### src/rtl/mem_stage_if.sv
// ---------------------------------------------------------------------------
// mem_stage_if
//   Bundles the three handshakes of the load/store stage:
//     in_*   : instruction from the execute stage (valid/ready)
//     mem_*  : data-RAM request/grant/response bus
//     out_*  : register writeback result (valid/ready)
//   Modports:
//     slave  : the mem_stage view (consumes in_*, drives mem_* requests,
//              drives out_*)
//     master : the surrounding pipeline / memory view (the opposite side)
// ---------------------------------------------------------------------------
interface mem_stage_if #(
  parameter int ADDR_W = 64,
  parameter int DATA_W = 64
);

  // execute -> mem handshake
  logic              in_valid;
  logic              in_ready;
  logic              in_ld;
  logic              in_st;
  logic [2:0]        in_funct3;
  logic [ADDR_W-1:0] in_addr;
  logic [DATA_W-1:0] in_wdata;
  logic              in_rd_en;
  logic [4:0]        in_rd_addr;

  // data-RAM bus
  logic              mem_req;
  logic              mem_gnt;
  logic              mem_we;
  logic [ADDR_W-1:0] mem_addr;
  logic [DATA_W-1:0] mem_wmask;
  logic [DATA_W-1:0] mem_wdata;
  logic              mem_rvalid;
  logic [DATA_W-1:0] mem_rdata;

  // writeback handshake
  logic              out_valid;
  logic              out_ready;
  logic              out_rd_en;
  logic [4:0]        out_rd_addr;
  logic [DATA_W-1:0] out_rd_data;
  logic              out_misalign;

  modport slave (
    input  in_valid, in_ld, in_st, in_funct3, in_addr, in_wdata,
           in_rd_en, in_rd_addr,
    output in_ready,
    output mem_req, mem_we, mem_addr, mem_wmask, mem_wdata,
    input  mem_gnt, mem_rvalid, mem_rdata,
    output out_valid, out_rd_en, out_rd_addr, out_rd_data, out_misalign,
    input  out_ready
  );

  modport master (
    output in_valid, in_ld, in_st, in_funct3, in_addr, in_wdata,
           in_rd_en, in_rd_addr,
    input  in_ready,
    input  mem_req, mem_we, mem_addr, mem_wmask, mem_wdata,
    output mem_gnt, mem_rvalid, mem_rdata,
    input  out_valid, out_rd_en, out_rd_addr, out_rd_data, out_misalign,
    output out_ready
  );

endinterface

### src/rtl/mem_stage.sv
// ---------------------------------------------------------------------------
// mem_stage
//   Load/store pipeline stage. Takes one executed instruction at a time,
//   performs its data-RAM access over a request/grant/response bus, and
//   presents a register-writeback result. Non-memory ops pass through with
//   one register stage of latency. Handles byte-lane steering, the 64-bit
//   per-bit write mask and load sign/zero extension.
//
// Ports:
//   clk  : clock, rising edge
//   rst  : asynchronous reset, active low
//   bus  : mem_stage_if.slave (in_* from execute, mem_* to data RAM,
//          out_* to writeback)
//
// Configuration macro:
//   MEM_MISALIGN_TRAP_EN  defined   -> misaligned loads/stores issue no bus
//                                      request and complete immediately as
//                                      a fault (out_misalign=1, result is
//                                      the faulting address)
//                         undefined -> the byte offset is forced to natural
//                                      alignment and the access proceeds;
//                                      out_misalign is constant 0
// ---------------------------------------------------------------------------
module mem_stage #(
  parameter int ADDR_W = 64,
  parameter int DATA_W = 64
) (
  input logic        clk,
  input logic        rst,
  mem_stage_if.slave bus
);

  typedef enum logic [1:0] {IDLE, REQ, WAIT, DONE} state_t;

  state_t            state_q, state_d;
  logic              ready_q;
  logic              mem_we_q, mem_we_d;
  logic [ADDR_W-1:0] mem_addr_q, mem_addr_d;
  logic [DATA_W-1:0] mem_wmask_q, mem_wmask_d;
  logic [DATA_W-1:0] mem_wdata_q, mem_wdata_d;
  logic [2:0]        funct3_q, funct3_d;
  logic [2:0]        off_q, off_d;
  logic              rd_en_q, rd_en_d;
  logic [4:0]        rd_addr_q, rd_addr_d;
  logic [DATA_W-1:0] rd_data_q, rd_data_d;

`ifdef MEM_MISALIGN_TRAP_EN
  logic              misalign_q, misalign_d;
  logic              misaligned;
`endif

  logic [2:0]        in_off;
  logic [2:0]        aligned_off;
  logic [5:0]        shamt;
  logic [DATA_W-1:0] lane_mask;
  logic [DATA_W-1:0] shifted_rdata;
  logic [DATA_W-1:0] load_data;
  logic              is_mem;
  logic              accept;

  // Accept only once out of reset and when no result is still waiting.
  assign bus.in_ready     = ready_q && (state_q == IDLE) &&
                            (!bus.out_valid || bus.out_ready);
  assign accept           = bus.in_valid && bus.in_ready;
  assign is_mem           = bus.in_ld || bus.in_st;

  assign bus.mem_req      = (state_q == REQ);
  assign bus.mem_we       = mem_we_q;
  assign bus.mem_addr     = mem_addr_q;
  assign bus.mem_wmask    = mem_wmask_q;
  assign bus.mem_wdata    = mem_wdata_q;
  assign bus.out_valid    = (state_q == DONE);
  assign bus.out_rd_en    = rd_en_q;
  assign bus.out_rd_addr  = rd_addr_q;
  assign bus.out_rd_data  = rd_data_q;

`ifdef MEM_MISALIGN_TRAP_EN
  assign bus.out_misalign = misalign_q;
`else
  assign bus.out_misalign = 1'b0;
`endif

  // Lane selection for the incoming access. funct3[1:0] is the access size
  // for both loads and stores (funct3=111 therefore behaves as a doubleword).
  // The offset is snapped to natural alignment so a misaligned access that
  // is allowed to proceed stays inside the addressed doubleword.
  always_comb begin
    in_off      = bus.in_addr[2:0];
    aligned_off = in_off;
    lane_mask   = '1;
    case (bus.in_funct3[1:0])
      2'b00: begin
        aligned_off = in_off;
        lane_mask   = 64'h0000_0000_0000_00FF;
      end
      2'b01: begin
        aligned_off = {in_off[2:1], 1'b0};
        lane_mask   = 64'h0000_0000_0000_FFFF;
      end
      2'b10: begin
        aligned_off = {in_off[2], 2'b00};
        lane_mask   = 64'h0000_0000_FFFF_FFFF;
      end
      default: begin
        aligned_off = 3'b000;
        lane_mask   = '1;
      end
    endcase
    shamt = {aligned_off, 3'b000};
  end

`ifdef MEM_MISALIGN_TRAP_EN
  // Any address bit below the natural alignment of the size is a fault.
  always_comb begin
    misaligned = 1'b0;
    case (bus.in_funct3[1:0])
      2'b00:   misaligned = 1'b0;
      2'b01:   misaligned = in_off[0];
      2'b10:   misaligned = |in_off[1:0];
      default: misaligned = |in_off;
    endcase
  end
`endif

  // Load result: bring the addressed lane down to bit 0, then extend.
  always_comb begin
    shifted_rdata = bus.mem_rdata >> {off_q, 3'b000};
    load_data     = shifted_rdata;
    case (funct3_q)
      3'b000:  load_data = {{56{shifted_rdata[7]}},  shifted_rdata[7:0]};
      3'b001:  load_data = {{48{shifted_rdata[15]}}, shifted_rdata[15:0]};
      3'b010:  load_data = {{32{shifted_rdata[31]}}, shifted_rdata[31:0]};
      3'b100:  load_data = {56'd0, shifted_rdata[7:0]};
      3'b101:  load_data = {48'd0, shifted_rdata[15:0]};
      3'b110:  load_data = {32'd0, shifted_rdata[31:0]};
      default: load_data = shifted_rdata;
    endcase
  end

  // Next-state and datapath updates. Bus fields are captured at accept and
  // then held untouched through REQ so they stay stable until the grant.
  always_comb begin
    state_d     = state_q;
    mem_we_d    = mem_we_q;
    mem_addr_d  = mem_addr_q;
    mem_wmask_d = mem_wmask_q;
    mem_wdata_d = mem_wdata_q;
    funct3_d    = funct3_q;
    off_d       = off_q;
    rd_en_d     = rd_en_q;
    rd_addr_d   = rd_addr_q;
    rd_data_d   = rd_data_q;
`ifdef MEM_MISALIGN_TRAP_EN
    misalign_d  = misalign_q;
`endif

    case (state_q)
      IDLE: begin
        if (accept) begin
          rd_addr_d = bus.in_rd_addr;
`ifdef MEM_MISALIGN_TRAP_EN
          misalign_d = 1'b0;
`endif
          if (!is_mem) begin
            rd_en_d   = bus.in_rd_en;
            rd_data_d = bus.in_addr;
            state_d   = DONE;
          end
`ifdef MEM_MISALIGN_TRAP_EN
          else if (misaligned) begin
            rd_en_d    = 1'b0;
            rd_data_d  = bus.in_addr;
            misalign_d = 1'b1;
            state_d    = DONE;
          end
`endif
          else begin
            // both ld and st set is handled as a store
            mem_we_d    = bus.in_st;
            mem_addr_d  = {bus.in_addr[ADDR_W-1:3], 3'b000};
            mem_wmask_d = bus.in_st ? (lane_mask << shamt) : '0;
            mem_wdata_d = bus.in_st ? (bus.in_wdata << shamt) : '0;
            funct3_d    = bus.in_funct3;
            off_d       = aligned_off;
            rd_en_d     = bus.in_rd_en;
            rd_data_d   = '0;
            state_d     = REQ;
          end
        end
      end
      REQ: begin
        if (bus.mem_gnt) begin
          if (mem_we_q) begin
            rd_en_d = 1'b0;
            state_d = DONE;
          end else begin
            state_d = WAIT;
          end
        end
      end
      WAIT: begin
        if (bus.mem_rvalid) begin
          rd_data_d = load_data;
          state_d   = DONE;
        end
      end
      DONE: begin
        if (bus.out_ready) begin
          state_d = IDLE;
        end
      end
      default: state_d = IDLE;
    endcase
  end

  // State and datapath registers. ready_q holds off in_ready for the first
  // cycle after reset is released.
  always_ff @(posedge clk or negedge rst) begin
    if (!rst) begin
      state_q     <= IDLE;
      ready_q     <= 1'b0;
      mem_we_q    <= 1'b0;
      mem_addr_q  <= '0;
      mem_wmask_q <= '0;
      mem_wdata_q <= '0;
      funct3_q    <= 3'b000;
      off_q       <= 3'b000;
      rd_en_q     <= 1'b0;
      rd_addr_q   <= 5'd0;
      rd_data_q   <= '0;
`ifdef MEM_MISALIGN_TRAP_EN
      misalign_q  <= 1'b0;
`endif
    end else begin
      state_q     <= state_d;
      ready_q     <= 1'b1;
      mem_we_q    <= mem_we_d;
      mem_addr_q  <= mem_addr_d;
      mem_wmask_q <= mem_wmask_d;
      mem_wdata_q <= mem_wdata_d;
      funct3_q    <= funct3_d;
      off_q       <= off_d;
      rd_en_q     <= rd_en_d;
      rd_addr_q   <= rd_addr_d;
      rd_data_q   <= rd_data_d;
`ifdef MEM_MISALIGN_TRAP_EN
      misalign_q  <= misalign_d;
`endif
    end
  end

endmodule

### src/flat_wrapper.sv
// flat-port wrapper written by rule: the top's interface ports become plain ports
module mem_stage_flat 
#(
  parameter int ADDR_W = 64,
  parameter int DATA_W = 64
)
  (clk, rst, bus_in_valid, bus_in_ld, bus_in_st, bus_in_funct3, bus_in_addr, bus_in_wdata, bus_in_rd_en, bus_in_rd_addr, bus_in_ready, bus_mem_req, bus_mem_we, bus_mem_addr, bus_mem_wmask, bus_mem_wdata, bus_mem_gnt, bus_mem_rvalid, bus_mem_rdata, bus_out_valid, bus_out_rd_en, bus_out_rd_addr, bus_out_rd_data, bus_out_misalign, bus_out_ready);
  mem_stage_if #(.ADDR_W(ADDR_W), .DATA_W(DATA_W)) bus_i ();
  input logic clk;
  input logic rst;
  input wire logic [$bits(bus_i.in_valid)-1:0] bus_in_valid;
  input wire logic [$bits(bus_i.in_ld)-1:0] bus_in_ld;
  input wire logic [$bits(bus_i.in_st)-1:0] bus_in_st;
  input wire logic [$bits(bus_i.in_funct3)-1:0] bus_in_funct3;
  input wire logic [$bits(bus_i.in_addr)-1:0] bus_in_addr;
  input wire logic [$bits(bus_i.in_wdata)-1:0] bus_in_wdata;
  input wire logic [$bits(bus_i.in_rd_en)-1:0] bus_in_rd_en;
  input wire logic [$bits(bus_i.in_rd_addr)-1:0] bus_in_rd_addr;
  output wire logic [$bits(bus_i.in_ready)-1:0] bus_in_ready;
  output wire logic [$bits(bus_i.mem_req)-1:0] bus_mem_req;
  output wire logic [$bits(bus_i.mem_we)-1:0] bus_mem_we;
  output wire logic [$bits(bus_i.mem_addr)-1:0] bus_mem_addr;
  output wire logic [$bits(bus_i.mem_wmask)-1:0] bus_mem_wmask;
  output wire logic [$bits(bus_i.mem_wdata)-1:0] bus_mem_wdata;
  input wire logic [$bits(bus_i.mem_gnt)-1:0] bus_mem_gnt;
  input wire logic [$bits(bus_i.mem_rvalid)-1:0] bus_mem_rvalid;
  input wire logic [$bits(bus_i.mem_rdata)-1:0] bus_mem_rdata;
  output wire logic [$bits(bus_i.out_valid)-1:0] bus_out_valid;
  output wire logic [$bits(bus_i.out_rd_en)-1:0] bus_out_rd_en;
  output wire logic [$bits(bus_i.out_rd_addr)-1:0] bus_out_rd_addr;
  output wire logic [$bits(bus_i.out_rd_data)-1:0] bus_out_rd_data;
  output wire logic [$bits(bus_i.out_misalign)-1:0] bus_out_misalign;
  input wire logic [$bits(bus_i.out_ready)-1:0] bus_out_ready;
  assign bus_i.in_valid = bus_in_valid;
  assign bus_i.in_ld = bus_in_ld;
  assign bus_i.in_st = bus_in_st;
  assign bus_i.in_funct3 = bus_in_funct3;
  assign bus_i.in_addr = bus_in_addr;
  assign bus_i.in_wdata = bus_in_wdata;
  assign bus_i.in_rd_en = bus_in_rd_en;
  assign bus_i.in_rd_addr = bus_in_rd_addr;
  assign bus_in_ready = bus_i.in_ready;
  assign bus_mem_req = bus_i.mem_req;
  assign bus_mem_we = bus_i.mem_we;
  assign bus_mem_addr = bus_i.mem_addr;
  assign bus_mem_wmask = bus_i.mem_wmask;
  assign bus_mem_wdata = bus_i.mem_wdata;
  assign bus_i.mem_gnt = bus_mem_gnt;
  assign bus_i.mem_rvalid = bus_mem_rvalid;
  assign bus_i.mem_rdata = bus_mem_rdata;
  assign bus_out_valid = bus_i.out_valid;
  assign bus_out_rd_en = bus_i.out_rd_en;
  assign bus_out_rd_addr = bus_i.out_rd_addr;
  assign bus_out_rd_data = bus_i.out_rd_data;
  assign bus_out_misalign = bus_i.out_misalign;
  assign bus_i.out_ready = bus_out_ready;
  mem_stage #(.ADDR_W(ADDR_W), .DATA_W(DATA_W)) u_core (.clk(clk), .rst(rst), .bus(bus_i));
endmodule
### config.mk
export PLATFORM = sky130hd
export DESIGN_NAME = mem_stage_flat
export DESIGN_NICKNAME = d
export VERILOG_FILES = /design/src/rtl/mem_stage_if.sv /design/src/rtl/mem_stage.sv /design/src/flat_wrapper.sv
export SDC_FILE = /design/constraint.sdc
export NUM_CORES = 1
export LEC_CHECK = 0
export CAP_MARGIN = 10
export CORE_AREA = 2 2 186 188
export DETAILED_ROUTE_END_ITERATION = 12
export DIE_AREA = 0 0 188 190
export PLACE_DENSITY = 0.7
export SLEW_MARGIN = 20
export SYNTH_ARGS = -nofsm -noshare
export SYNTH_HDL_FRONTEND = slang
export SYNTH_SLANG_ARGS = --single-unit
### constraint.sdc
create_clock -name clk -period 3.05 [get_ports clk]
set_clock_uncertainty 0.05 [all_clocks]
set_input_delay 0.61 -clock clk [delete_from_list [all_inputs] [get_ports clk]]
set_output_delay 0.61 -clock clk [all_outputs]
set_load 0.05 [all_outputs]
==> flow_metrics.tcl <==
set metrics [dict create \
    outcome "complete, no violations" \
    dp_hpwl_mm 37.7 \
    cp.required_ns 2.39 \
    power.share.clock_pct 13.5 \
    relSlewSlack_pct 49.5 \
    netlist_top_cells_area "dfrtp_1 (42%), mux2_2 (7.9%), nand2_1 (5.8%)" \
    core_sq_um 33900 \
    hold_violations 0 \
    path_cells "inv_1, ha_1, clkdlybuf4s50_1" \
    clockBufferDepth 3 \
    yosysSeqAreaShare_pct 42.5 \
    final.setup.tns_ns 0 \
    synth_area_per_cell_sq_um 10.5 \
    p_total_w 0.0235 \
    crit_fanout 5 \
    p_leak_nw 7.40 \
    drv_slew 0 \
    mostFrequentLayoutCell "clkdlybuf4s50_1" \
    seqCellArea_sq_um 5330 \
    synth_flop_cell "dfrtp_1" \
    busiest_layer "met2" \
    crit_path_top_delay_cell "clkdlybuf4s50_1" \
    syn_to_final_growth_pct 47.6 \
    nets 1806 \
    clkLatencyLatePin_ns 0.54 \
    io_pins 476 \
    place_area_sq_um 17600 \
    cts.repair.resized 0 \
    worst_setup_path_start_kind "register" \
    use_met1_pct 36.4 \
    grt_pass1_vias 11700 \
    grt_start_max_net_pins 84 \
    grt_pass1_wl_mm 73.7 \
    power_switching_w 0.0120 \
    maxCapViolCount 0 \
    internal-power_w 0.0114 \
    chipHeight_um 190 \
    grt_overflow 0 \
    max_stage_delay_ns 0.84 \
    p_seq_share_pct 22.5 \
    cts_sinks 213 \
    powerDensity_nw_per_um2 1270 \
    clk_pin_slew_ns 0.06 \
    yosysTopAreaCell "dfrtp_1" \
    min_path_type "register to register" \
    synth_cell_types 60 \
    start_util_pct 37.0 \
    synth-seq-cells 213 \
    viasPerCell 5.66 \
    synth_edf_count 0 \
    track_usage_pct 27.0 \
    yosysWarnings 0 \
    place_ws_ns 0.133 \
    worst_setup_path_end_kind "primary output" \
    tightest_slew_ns 0.755 \
    antenna_found_initial 10 \
    multiInputGateArea_sq_um 6350 \
    fill_cells 2932 \
    cts-htree-levels 1 \
    firstDrtPassIters 6 \
    comb_power_share_pct 63.9 \
    path_class "register to primary output" \
    max_freq_ghz 0.351 \
    ctsRootBufferMaster "clkbuf_16" \
    post-route-period-util_pct 93.3 \
    mappedNetlistArea_sq_um 12500 \
    finalSetupViolations 0 \
    drive_gt1_share_pct 17.0 \
    drt_iter0_drc 1080 \
    cts_tree "yes" \
    cts_made_buffers 26 \
    layout_common_cells "clkdlybuf4s50_1 (469), dfrtp_1 (211), nand2_1 (194)" \
    fp-row-count 68 \
    die_area_sq_um 35700 \
    via_count 11700 \
    drt-total-wl_mm 49.5 \
    arrival_ns 2.19 \
    min_period_ns 2.85 \
    post_drt_wl_per_cell_um 23.9 \
    syn_inst 1192 \
    gr-usage-met2_pct 41.8 \
    use_met3_pct 6.12 \
    peakVddDrop_v 0.000703 \
    layout_setup_ws_ns 0.204 \
    yosysTopAreaCellShare_pct 42.5 \
    placedCellCount 2018 \
    route.detailed.drc 0 \
    io_buffer_count 471 \
    instances_no_fill 2075 \
    synthArstFlopShare_pct 100 \
    stdcell_area_sq_um 18500 \
    p_sw_share_pct 51.3 \
    rsz0062_at_grt "false" \
    dieWidth_um 188 \
    drtAntennaViolNets 0 \
    globalplace.congestion 0.939 \
]
==> Yosys cell counts, drive strengths merged (25+ instances only) <==
cell     number
nand2       194
a21oi        25
mux2         90
mux2i        49
dfrtp       213
nor2         61
clkbuf       50
mux4         35
o2bb2ai      31
buf         104
o21ai        34
a22oi        35
a221oi       37
a22o         39
==> metrics by stage <==
step	util (%)	hold WS, ns
4_1_cts	54.5	0.425
2_1_floorplan	-	0.264
5_1_grt	54.5	0.448
6_report	54.5	0.426
3_3_place_gp	51.8	0.404
3_5_place_dp	51.8	0.412
==> registers in the layout, summed over array words and instances, names as in the netlist <==
signal                  flops
u_core.bus.out_rd_en        1
u_core.bus.mem_addr        61
u_core.ready_q              1
u_core.bus.mem_we           1
u_core.state_q              2
u_core.bus.out_rd_addr      5
u_core.off_q                3
u_core.bus.out_rd_data     64
u_core.bus.mem_wmask        8
u_core.funct3_q             3
u_core.bus.mem_wdata       64
==> layout make-up <==
class	count	area share [%]
clock buffers	39	4.37
flip-flops and latches	213	28.8
inverters	10	0.203
repair buffers	523	28.7
diodes	8	0.108
clock inverters	9	0.466
multi-input cells	818	34.3
well taps	455	3.07
==> kinds of logic after synthesis <==
group           count (synthesis)  share of synthesized area (%)
other cells                     2                         0.0599
simple gates                  332                           11.7
compound gates                302                           19.5
mux                           174                           18.4
flops                         213                           42.5
buf+inv                       164                           7.40
fa+ha+maj                       5                          0.499
==> layer usage <==
layer  up-vias  routed length (um)
met3       118                4380
met1      5751               20500
met2       645               22600
met4         4                2020
li1       5217                   -
met5         -                  23
==> critical path: cells and delay by family (launching register included) <==
kind,cells,cell delay [ns]
flops,1,0.44
buf+inv,2,0.97
fa+ha+maj,1,0.24
==> worst paths after layout <==
check                                                     start                                     end  slack (ns)  depth (start not counted)
setup / recovery                  u_core.state_q[1]$_DFFE_PN0P_                             bus_mem_req        0.20                          3
hold / removal             u_core.bus.mem_wdata[59]$_DFFE_PN0P_    u_core.bus.mem_wdata[59]$_DFFE_PN0P_        0.43                          2
setup reg to reg                    u_core.off_q[1]$_DFFE_PN0P_  u_core.bus.out_rd_data[63]$_DFFE_PN0P_        0.49                          7
hold reg to reg            u_core.bus.mem_wdata[59]$_DFFE_PN0P_    u_core.bus.mem_wdata[59]$_DFFE_PN0P_        0.43                          2
max in group asynchronous                                   rst    u_core.bus.mem_wdata[19]$_DFFE_PN0P_        1.60                          3
min in group asynchronous                                   rst     u_core.bus.mem_addr[55]$_DFFE_PN0P_        0.45                          2
==> power by group through the flow <==
stage / sequential, W / clock [W] / combinational, W
after floorplan: 0.00962 / 0 / 0.00575
after global placement: 0.00525 / 0 / 0.0148
after detailed placement: 0.00530 / 0 / 0.0150
after CTS: 0.00528 / 0.00324 / 0.0150
after global routing: 0.00547 / 0.00337 / 0.0156
final: 0.00529 / 0.00318 / 0.0150
==> what timing repair did <==
| action | 4_1_cts | 5_1_grt |
|---|---|---|
| hold endpoints to repair | 22 | 0 |
| setup buffers | 0 | 0 |
| hold buffers | 1 | 0 |
Power figures use the tool's default switching activity.
